==> src/rtl/uart_transmitter.sv <==
// UART transmit stage: start bit, 7/8 data bits LSB first, optional even parity,
// 1/2 stop bits, with the frame format captured at acceptance.
module uart_transmitter #(
    parameter int DIV_SLOW = 32,
    parameter int DIV_FAST = 16
) (
    input  logic       clk,
    input  logic       rst,
    input  logic [7:0] data_in,
    input  logic       tx_start,
    input  logic       dnum,
    input  logic       snum,
    input  logic       par,
    input  logic       bd_rate,
    output logic       tx,
    output logic       tx_ready,
    output logic       tx_busy,
    output logic       tx_done
);

    localparam int DIV_MAX = (DIV_SLOW > DIV_FAST) ? DIV_SLOW : DIV_FAST;
    localparam int CW      = $clog2(DIV_MAX);

    typedef enum logic [2:0] {
        IDLE   = 3'd0,
        START  = 3'd1,
        DATA   = 3'd2,
        PARITY = 3'd3,
        STOP   = 3'd4
    } state_t;

    // Even parity over the data bits actually sent (bit 7 only in 8-bit mode).
    function automatic logic even_parity(input logic [7:0] d, input logic eight);
        return (^d[6:0]) ^ (eight & d[7]);
    endfunction

    state_t          state_r, state_s;
    logic [CW-1:0]   cnt_r, cnt_s;
    logic [2:0]      bit_cnt_r, bit_cnt_s;
    logic [7:0]      shift_r, shift_s;
    logic            dnum_r, dnum_s;
    logic            snum_r, snum_s;
    logic            par_r, par_s;
    logic            bd_r, bd_s;
    logic            par_bit_r, par_bit_s;
    logic            tx_r, tx_s;
    logic            done_r, done_s;
    logic            ready_r, ready_s;
    logic [CW-1:0]   lim_s;
    logic            bit_end_s;

    // Next-state, shadow-register and output decode.
    always_comb begin
        state_s   = state_r;
        cnt_s     = cnt_r;
        bit_cnt_s = bit_cnt_r;
        shift_s   = shift_r;
        dnum_s    = dnum_r;
        snum_s    = snum_r;
        par_s     = par_r;
        bd_s      = bd_r;
        par_bit_s = par_bit_r;
        tx_s      = tx_r;
        done_s    = 1'b0;
        lim_s     = bd_r ? CW'(DIV_FAST - 1) : CW'(DIV_SLOW - 1);
        bit_end_s = (cnt_r == lim_s);

        if (state_r == IDLE) begin
            cnt_s = '0;
        end else if (bit_end_s) begin
            cnt_s = '0;
        end else begin
            cnt_s = cnt_r + CW'(1);
        end

        case (state_r)
            IDLE: begin
                bit_cnt_s = 3'd0;
                tx_s      = 1'b1;
                if (tx_start) begin
                    shift_s   = data_in;
                    dnum_s    = dnum;
                    snum_s    = snum;
                    par_s     = par;
                    bd_s      = bd_rate;
                    par_bit_s = even_parity(data_in, dnum);
                    state_s   = START;
                    tx_s      = 1'b0;
                end else begin
                    state_s = IDLE;
                end
            end
            START: begin
                if (bit_end_s) begin
                    state_s   = DATA;
                    bit_cnt_s = 3'd0;
                    tx_s      = shift_r[0];
                end else begin
                    state_s = START;
                end
            end
            DATA: begin
                if (bit_end_s) begin
                    if (bit_cnt_r == (dnum_r ? 3'd7 : 3'd6)) begin
                        bit_cnt_s = 3'd0;
                        if (par_r) begin
                            state_s = PARITY;
                            tx_s    = par_bit_r;
                        end else begin
                            state_s = STOP;
                            tx_s    = 1'b1;
                        end
                    end else begin
                        shift_s   = {1'b0, shift_r[7:1]};
                        bit_cnt_s = bit_cnt_r + 3'd1;
                        tx_s      = shift_r[1];
                    end
                end else begin
                    state_s = DATA;
                end
            end
            PARITY: begin
                if (bit_end_s) begin
                    state_s   = STOP;
                    bit_cnt_s = 3'd0;
                    tx_s      = 1'b1;
                end else begin
                    state_s = PARITY;
                end
            end
            STOP: begin
                tx_s = 1'b1;
                // bit_cnt counts completed stop bits here
                if (bit_end_s) begin
                    if (bit_cnt_r == {2'b00, snum_r}) begin
                        state_s   = IDLE;
                        bit_cnt_s = 3'd0;
                        done_s    = 1'b1;
                    end else begin
                        bit_cnt_s = bit_cnt_r + 3'd1;
                    end
                end else begin
                    state_s = STOP;
                end
            end
            default: begin
                state_s = IDLE;
                tx_s    = 1'b1;
            end
        endcase

        ready_s = (state_s == IDLE);
    end

    // State, counters, shadow registers and registered outputs.
    always_ff @(posedge clk) begin
        if (rst) begin
            state_r   <= IDLE;
            cnt_r     <= '0;
            bit_cnt_r <= 3'd0;
            shift_r   <= 8'h00;
            dnum_r    <= 1'b0;
            snum_r    <= 1'b0;
            par_r     <= 1'b0;
            bd_r      <= 1'b0;
            par_bit_r <= 1'b0;
            tx_r      <= 1'b1;
            done_r    <= 1'b0;
            ready_r   <= 1'b1;
        end else begin
            state_r   <= state_s;
            cnt_r     <= cnt_s;
            bit_cnt_r <= bit_cnt_s;
            shift_r   <= shift_s;
            dnum_r    <= dnum_s;
            snum_r    <= snum_s;
            par_r     <= par_s;
            bd_r      <= bd_s;
            par_bit_r <= par_bit_s;
            tx_r      <= tx_s;
            done_r    <= done_s;
            ready_r   <= ready_s;
        end
    end

    assign tx       = tx_r;
    assign tx_done  = done_r;
    assign tx_ready = ready_r;
    assign tx_busy  = ~ready_r;

endmodule

==> config.mk <==
export PLATFORM = sky130hd
export DESIGN_NAME = uart_transmitter
export DESIGN_NICKNAME = d
export VERILOG_FILES = /design/src/rtl/uart_transmitter.sv
export SDC_FILE = /design/constraint.sdc
export NUM_CORES = 1
export LEC_CHECK = 0
export CAP_MARGIN = 10
export CORE_ASPECT_RATIO = 1.75
export CORE_MARGIN = 8
export CORE_UTILIZATION = 50
export CTS_BUF_LIST = sky130_fd_sc_hd__clkbuf_16
export DETAILED_ROUTE_END_ITERATION = 10
export HOLD_SLACK_MARGIN = 0.02
export PLACE_DENSITY = 0.73
export SLEW_MARGIN = 0
export SYNTH_ARGS = -nofsm -noshare
export SYNTH_HDL_FRONTEND = slang
export SYNTH_SLANG_ARGS = --single-unit
export TNS_END_PERCENT = 30
==> constraint.sdc <==
create_clock -name clk -period 1.95 [get_ports clk]
set_clock_uncertainty 0.15 [all_clocks]
set_input_delay 0.39 -clock clk [delete_from_list [all_inputs] [get_ports clk]]
set_output_delay 0.39 -clock clk [all_outputs]
set_load 0.01 [all_outputs]
# == Word level (Yosys, flattened, before mapping) ==
# Cells that the tools add are included.
# word_totals
ff_bits,27
out_inout_bits,4
inputBits,15
# classes
n_eq_ne,14
n_addsub,2
bitwise,5
n_reduce_logical,12
mux,29
# ops
operator,count
$mux W3,11
$mux W8,3
$pmux W8 S2,1
$pmux W3 S5,1
$ne A2 B2 Y1 const B,6
$pmux W3 S4,1
$mux W1,9
$reduce_and A4 Y1,2
$reduce_xor A7 Y1,1
$eq A3 B2 Y1 const B,2
$logic_not A3 Y1,2
$reduce_or A3 Y1,2
$add A5 B1 Y5 const B,1
$eq A5 B5 Y1,1
$mux W5,1
$pmux W1 S4,1
$reduce_bool A4 Y1,1
$add A3 B1 Y3 const B,1
$eq A3 B1 Y1,1
$eq A3 B1 Y1 const B,1
$eq A3 B3 Y1,1
$eq A3 B3 Y1 const B,1
$not A1 Y1,3
$reduce_and A3 Y1,1
7 further kinds,7

# == Longest topological paths before layout ==
# logic_depth
ltp_word,6
ltp_mapped,6
ltp_nobuf,5

# == Worst setup path after synthesis ==
# OpenSTA, ideal clock, no wires.
# synth_path
path_type,flip-flop to flip-flop
from,reg state_r[1]
to,reg shift_r[0]
period_less_slack_ps,1747
slack_ps,203
arrival_time_ps,1477
stages_incl_launch_ff,5
t_required_ps,1679
cell_sequence,dfxtp_1 -> or3b_1 -> buf_6 -> o22ai_4 -> mux2_2
# synth_via
elab_chain_len,3
word_cells_on_any_way,8
classes_between,eq/ne (4); mux (1); reduce/logical (3)
# synth_lines
item,line,text
start: declaration,37,"state_t state_r, state_s;"
start signal: assignment,171,state_r <= state_s;
$eq A3 B2 Y1 / $logic_not A3 Y1 (equally long branches),76,case (state_r)
$ne A2 B2 Y1 (no line) / $reduce_bool A2 Y1 (equally long branches),--,
$reduce_and A4 Y1 (no line),--,
end signal: assignment,174,shift_r <= shift_s;
end: declaration,40,"logic [7:0] shift_r, shift_s;"
# Parallel ways exist; a longest one is shown, timed or not.
# A chain may end at the register's enable or synchronous reset.

# == Worst setup path after layout ==
# layout_path
from,in tx_start
to,reg shift_r[7]
# layout_via
elab_chain_len,2
# layout_lines
item,line,text
start: declaration,10,"input logic tx_start,"
$ne A2 B2 Y1 (no line),--,
$reduce_and A4 Y1 (no line),--,
# Every way passes these cells.

==> Flow_metrics.wiki <==
{| class="wikitable"
! Metric !! Value
|-
| Dpl hpwl || 2740 µm
|-
| H-tree level count || 1
|-
| LEAKAGE || 0.798 nW
|-
| Share of synthesized area occupied by flip-flops and latches || 0.356
|-
| Critical path capture point type || flop
|-
| Reg2reg setup slack || 0.15 ns
|-
| Netlist Area Pre-Place || 1520 µm²
|-
| RSZ-0062 raised after global routing || false
|-
| Area share of the leading cell type in the synthesized netlist || 0.356
|-
| Total routing usage reported by global routing || 0.146
|-
| Reg2Reg Depth || 4
|-
| CORE AREA || 2900 µm²
|-
| Top cells by area, synth || sky130_fd_sc_hd__dfxtp_1 36%, sky130_fd_sc_hd__mux2i_1 6.6%, sky130_fd_sc_hd__nor2_1 6.2%, sky130_fd_sc_hd__mux2_2 5.9%, sky130_fd_sc_hd__xnor2_1 5.8%
|-
| Ratio of cells with drive above 1 in the final layout || 0.164
|-
| Maximum vdd drop || 490 µV
|-
| Hold path start || cnt_r[0]
|-
| Horizontal die dimension || 57.6 µm
|-
| Maximum number of pins on one net before global-route repair || 16
|-
| Endpoint of the lowest-slack register-to-register path || shift_r[0]
|-
| Resized Gates After CTS || 0
|-
| Worst EP required || 1.94 ns
|-
| Slack of the critical path || 0.139 ns
|-
| Power per unit of standard cell area || 668 nW/µm²
|-
| Maximum clock frequency || 0.552 GHz
|-
| Number of global-route vias before repair || 1340
|-
| Mapped Nets || 188
|-
| I/O pin total || 19
|-
| CTS root buf || sky130_fd_sc_hd__clkbuf_16
|-
| Cell with the most instances after synthesis || sky130_fd_sc_hd__dfxtp_1
|-
| Cell area after layout || 1890 µm²
|-
| Class of the most critical hold timing path || flop to flop
|-
| Clock-pin slew on the worst setup and hold paths || 0.06 ns
|-
| Number of antenna repair diodes || 0
|-
| Total of buffers placed on input and output ports || 18
|-
| Ordered list of cells on the worst path || clkdlybuf4s50_1 > nor4b_4 > buf_4 > nor3_1 > o21ai_0 > a21oi_1
|-
| Top cell type by total area after synthesis || sky130_fd_sc_hd__dfxtp_1
|-
| Cell count of the worst hold path || 1
|-
| Clock Sinks || 27
|-
| Worst hold slack after final layout || 0.306 ns
|-
| Type of element launching the critical path || primary input
|-
| Final Util || 0.653
|-
| Mean Syn Cell Area || 8.88 µm²
|-
| Final worst path period share || 0.929
|-
| Global-route wire length before repair || 5890 µm
|-
| Worst Setup Slack post-DPL || -0.0430 ns
|-
| CP Data Arrival Time || 1.80 ns
|-
| Full die area || 5120 µm²
|-
| Max-slew violations || 0
|-
| Remaining DRCs || 0
|-
| Cell area after placement || 1810 µm²
|-
| Async SR Flop Fraction || 0
|-
| EDFF count, synth || 0
|-
| Later-pin clock latency in the skew report || 0.26 ns
|-
| Final estimated routing congestion in global placement || 0.944
|-
| Buffers inserted during post-CTS setup optimization || 0
|-
| Post-cts hold buffer count || 0
|-
| Result of the run || finished clean
|-
| Flops & latches, synth || 27
|-
| Area added between synthesis and finish || 24.5%
|-
| Time the worst path needs with I/O delays and setup || 1.81 ns
|-
| Distinct cell type count of the synthesized netlist || 42
|-
| Number of buffers and inverters on the critical path || 2
|-
| # rows || 26
|-
| Clock tree from TritonCTS || yes
|-
| Slowest-stage cell, CP || sky130_fd_sc_hd__clkdlybuf4s50_1
|-
| Clock buffer depth || 2
|-
| Setup TNS || 0 ns
|-
| Worst Hold Endpoint || cnt_r[0]
|-
| Number of antenna-violating nets in the routed design || 0
|-
| Warnings, synthesis || 0
|-
| Met1 routing resource usage after global routing || 0.145
|-
| Gate count after technology mapping || 171
|-
| Number of antenna violations at the first check in global routing || 0
|-
| Vias per Instance || 5.79
|-
| Total Nets Final || 219
|-
| Worst-path maximum fanout || 6
|-
| Crit-path max cell delay || 0.49 ns
|-
| Hold violation total from the final report || 0
|-
| Kind of critical path || primary input to flop
|-
| Initial Utilization || 0.524
|-
| Slew headroom || 0.759
|-
| Global route hottest layer || met2
|-
| Total global routing overflow || 0
|-
| Via count || 1325
|-
| Max-cap violations || 0
|-
| Filler cell count || 229
|-
| Met3 layer usage reported by global route || 0.0233
|-
| Routing usage on met2 || 0.274
|-
| Detailed-route wire length per cell || 14.9 µm
|-
| Router iterations before antenna repair || 4
|-
| Setup violators final || 0
|-
| Slew of the pin with the lowest slew margin || 0.360 ns
|-
| Chip height || 88.9 µm
|-
| Startpoint of the most critical register-to-register path || state_r[1]
|-
| Most common flop cell mapped by yosys || sky130_fd_sc_hd__dfxtp_1
|-
| Clock buffers created by TritonCTS || 3
|-
| Number of violations reported at the end of detailed-routing iteration 0 || 23
|-
| Top Family by Delay on Critical Path || buffers and inverters
|-
| Drt total wl || 3410 µm
|-
| Most numerous cell types in the synthesized netlist || 27 x sky130_fd_sc_hd__dfxtp_1, 25 x sky130_fd_sc_hd__nor2_1, 10 x sky130_fd_sc_hd__mux2i_1, 10 x sky130_fd_sc_hd__xnor2_1, 9 x sky130_fd_sc_hd__a21oi_1
|}
area by class of cell:
class / instances / area (µm²) / area share
inverter: 7 / 26.3 / 0.0139
tap: 28 / 35.0 / 0.0185
clock buffer: 3 / 75.1 / 0.0397
timing repair buffer: 34 / 300 / 0.159
multi-input combinational: 129 / 907 / 0.480
clock inverter: 1 / 5.00 / 0.00265
sequential: 27 / 541 / 0.286
worst register-to-register path, cell delays in order (launching register included):
cell	delay, ns
sky130_fd_sc_hd__dfxtp_1	0.33
sky130_fd_sc_hd__or3b_1	0.48
sky130_fd_sc_hd__a21oi_1	0.26
sky130_fd_sc_hd__o22ai_4	0.16
sky130_fd_sc_hd__mux2_2	0.31
kinds of logic (layout without fill, tap and decap cells):
| family | after synthesis | in the layout | synth area share |
|---|---|---|---|
| simple gates | 65 | 65 | 0.222 |
| compound gates | 30 | 30 | 0.139 |
| flops | 27 | 27 | 0.356 |
| mux | 18 | 18 | 0.125 |
| buf+inv | 15 | 45 | 0.0462 |
| xor+xnor | 14 | 14 | 0.0948 |
| fa+ha+maj | 2 | 2 | 0.0165 |
worst max-delay path by stage:
stage,slack [ns],depth (start not counted),end,from
4_1_cts,0.14,4,shift_r[6],state_r[1]
6_report,0.14,6,shift_r[7],tx_start
3_3_place_gp,-0.02,5,shift_r[7],tx_start
5_1_grt,0.03,6,shift_r[7],tx_start
2_1_floorplan,0.20,4,shift_r[0],state_r[1]
3_5_place_dp,-0.04,6,shift_r[7],tx_start
routing by layer:
metal	vias to the layer above	part of all wire
met5	-	0
met4	0	0.035
met3	11	0.034
met2	30	0.55
met1	618	0.38
li1	666	-
stage by stage:
| step | cells | power (W) |
|---|---|---|
| floorplan | 171 | 0.000732 |
| CTS | 229 | 0.00128 |
| finish | 229 | 0.00126 |
| detailed placement | 225 | 0.000815 |
| global route | 229 | 0.00132 |
| global placement | 225 | 0.000809 |
power by group:
part	total (W)	switching [W]	internal (W)
Combinational	0.000208	0.0000899	0.000118
Sequential	0.000597	0.0000189	0.000578
Clock	0.000457	0.000181	0.000276
cells in the final DEF, fill, tap and decap left out, types with 3 or more instances in the layout:
cell,n
sky130_fd_sc_hd__dfxtp_1,27
sky130_fd_sc_hd__nor2_1,25
sky130_fd_sc_hd__clkdlybuf4s50_1,18
sky130_fd_sc_hd__buf_4,16
sky130_fd_sc_hd__xnor2_1,10
sky130_fd_sc_hd__mux2i_1,10
sky130_fd_sc_hd__a21oi_1,9
sky130_fd_sc_hd__nor3_1,8
sky130_fd_sc_hd__nor2b_1,8
sky130_fd_sc_hd__mux2_2,8
sky130_fd_sc_hd__inv_1,7
sky130_fd_sc_hd__nand2_1,6
sky130_fd_sc_hd__nand3_1,5
sky130_fd_sc_hd__o21ai_0,5
sky130_fd_sc_hd__a31oi_1,3
sky130_fd_sc_hd__clkbuf_16,3
sequential cells by signal (all words and copies together) (netlist names):
| signal | flops |
|---|---|
| bd_r | 1 |
| bit_cnt_r | 3 |
| cnt_r | 5 |
| dnum_r | 1 |
| par_bit_r | 1 |
| par_r | 1 |
| shift_r | 8 |
| snum_r | 1 |
| state_r | 3 |
| tx | 1 |
| tx_done | 1 |
| tx_ready | 1 |
No activity file was read; power rests on OpenSTA's default activity.
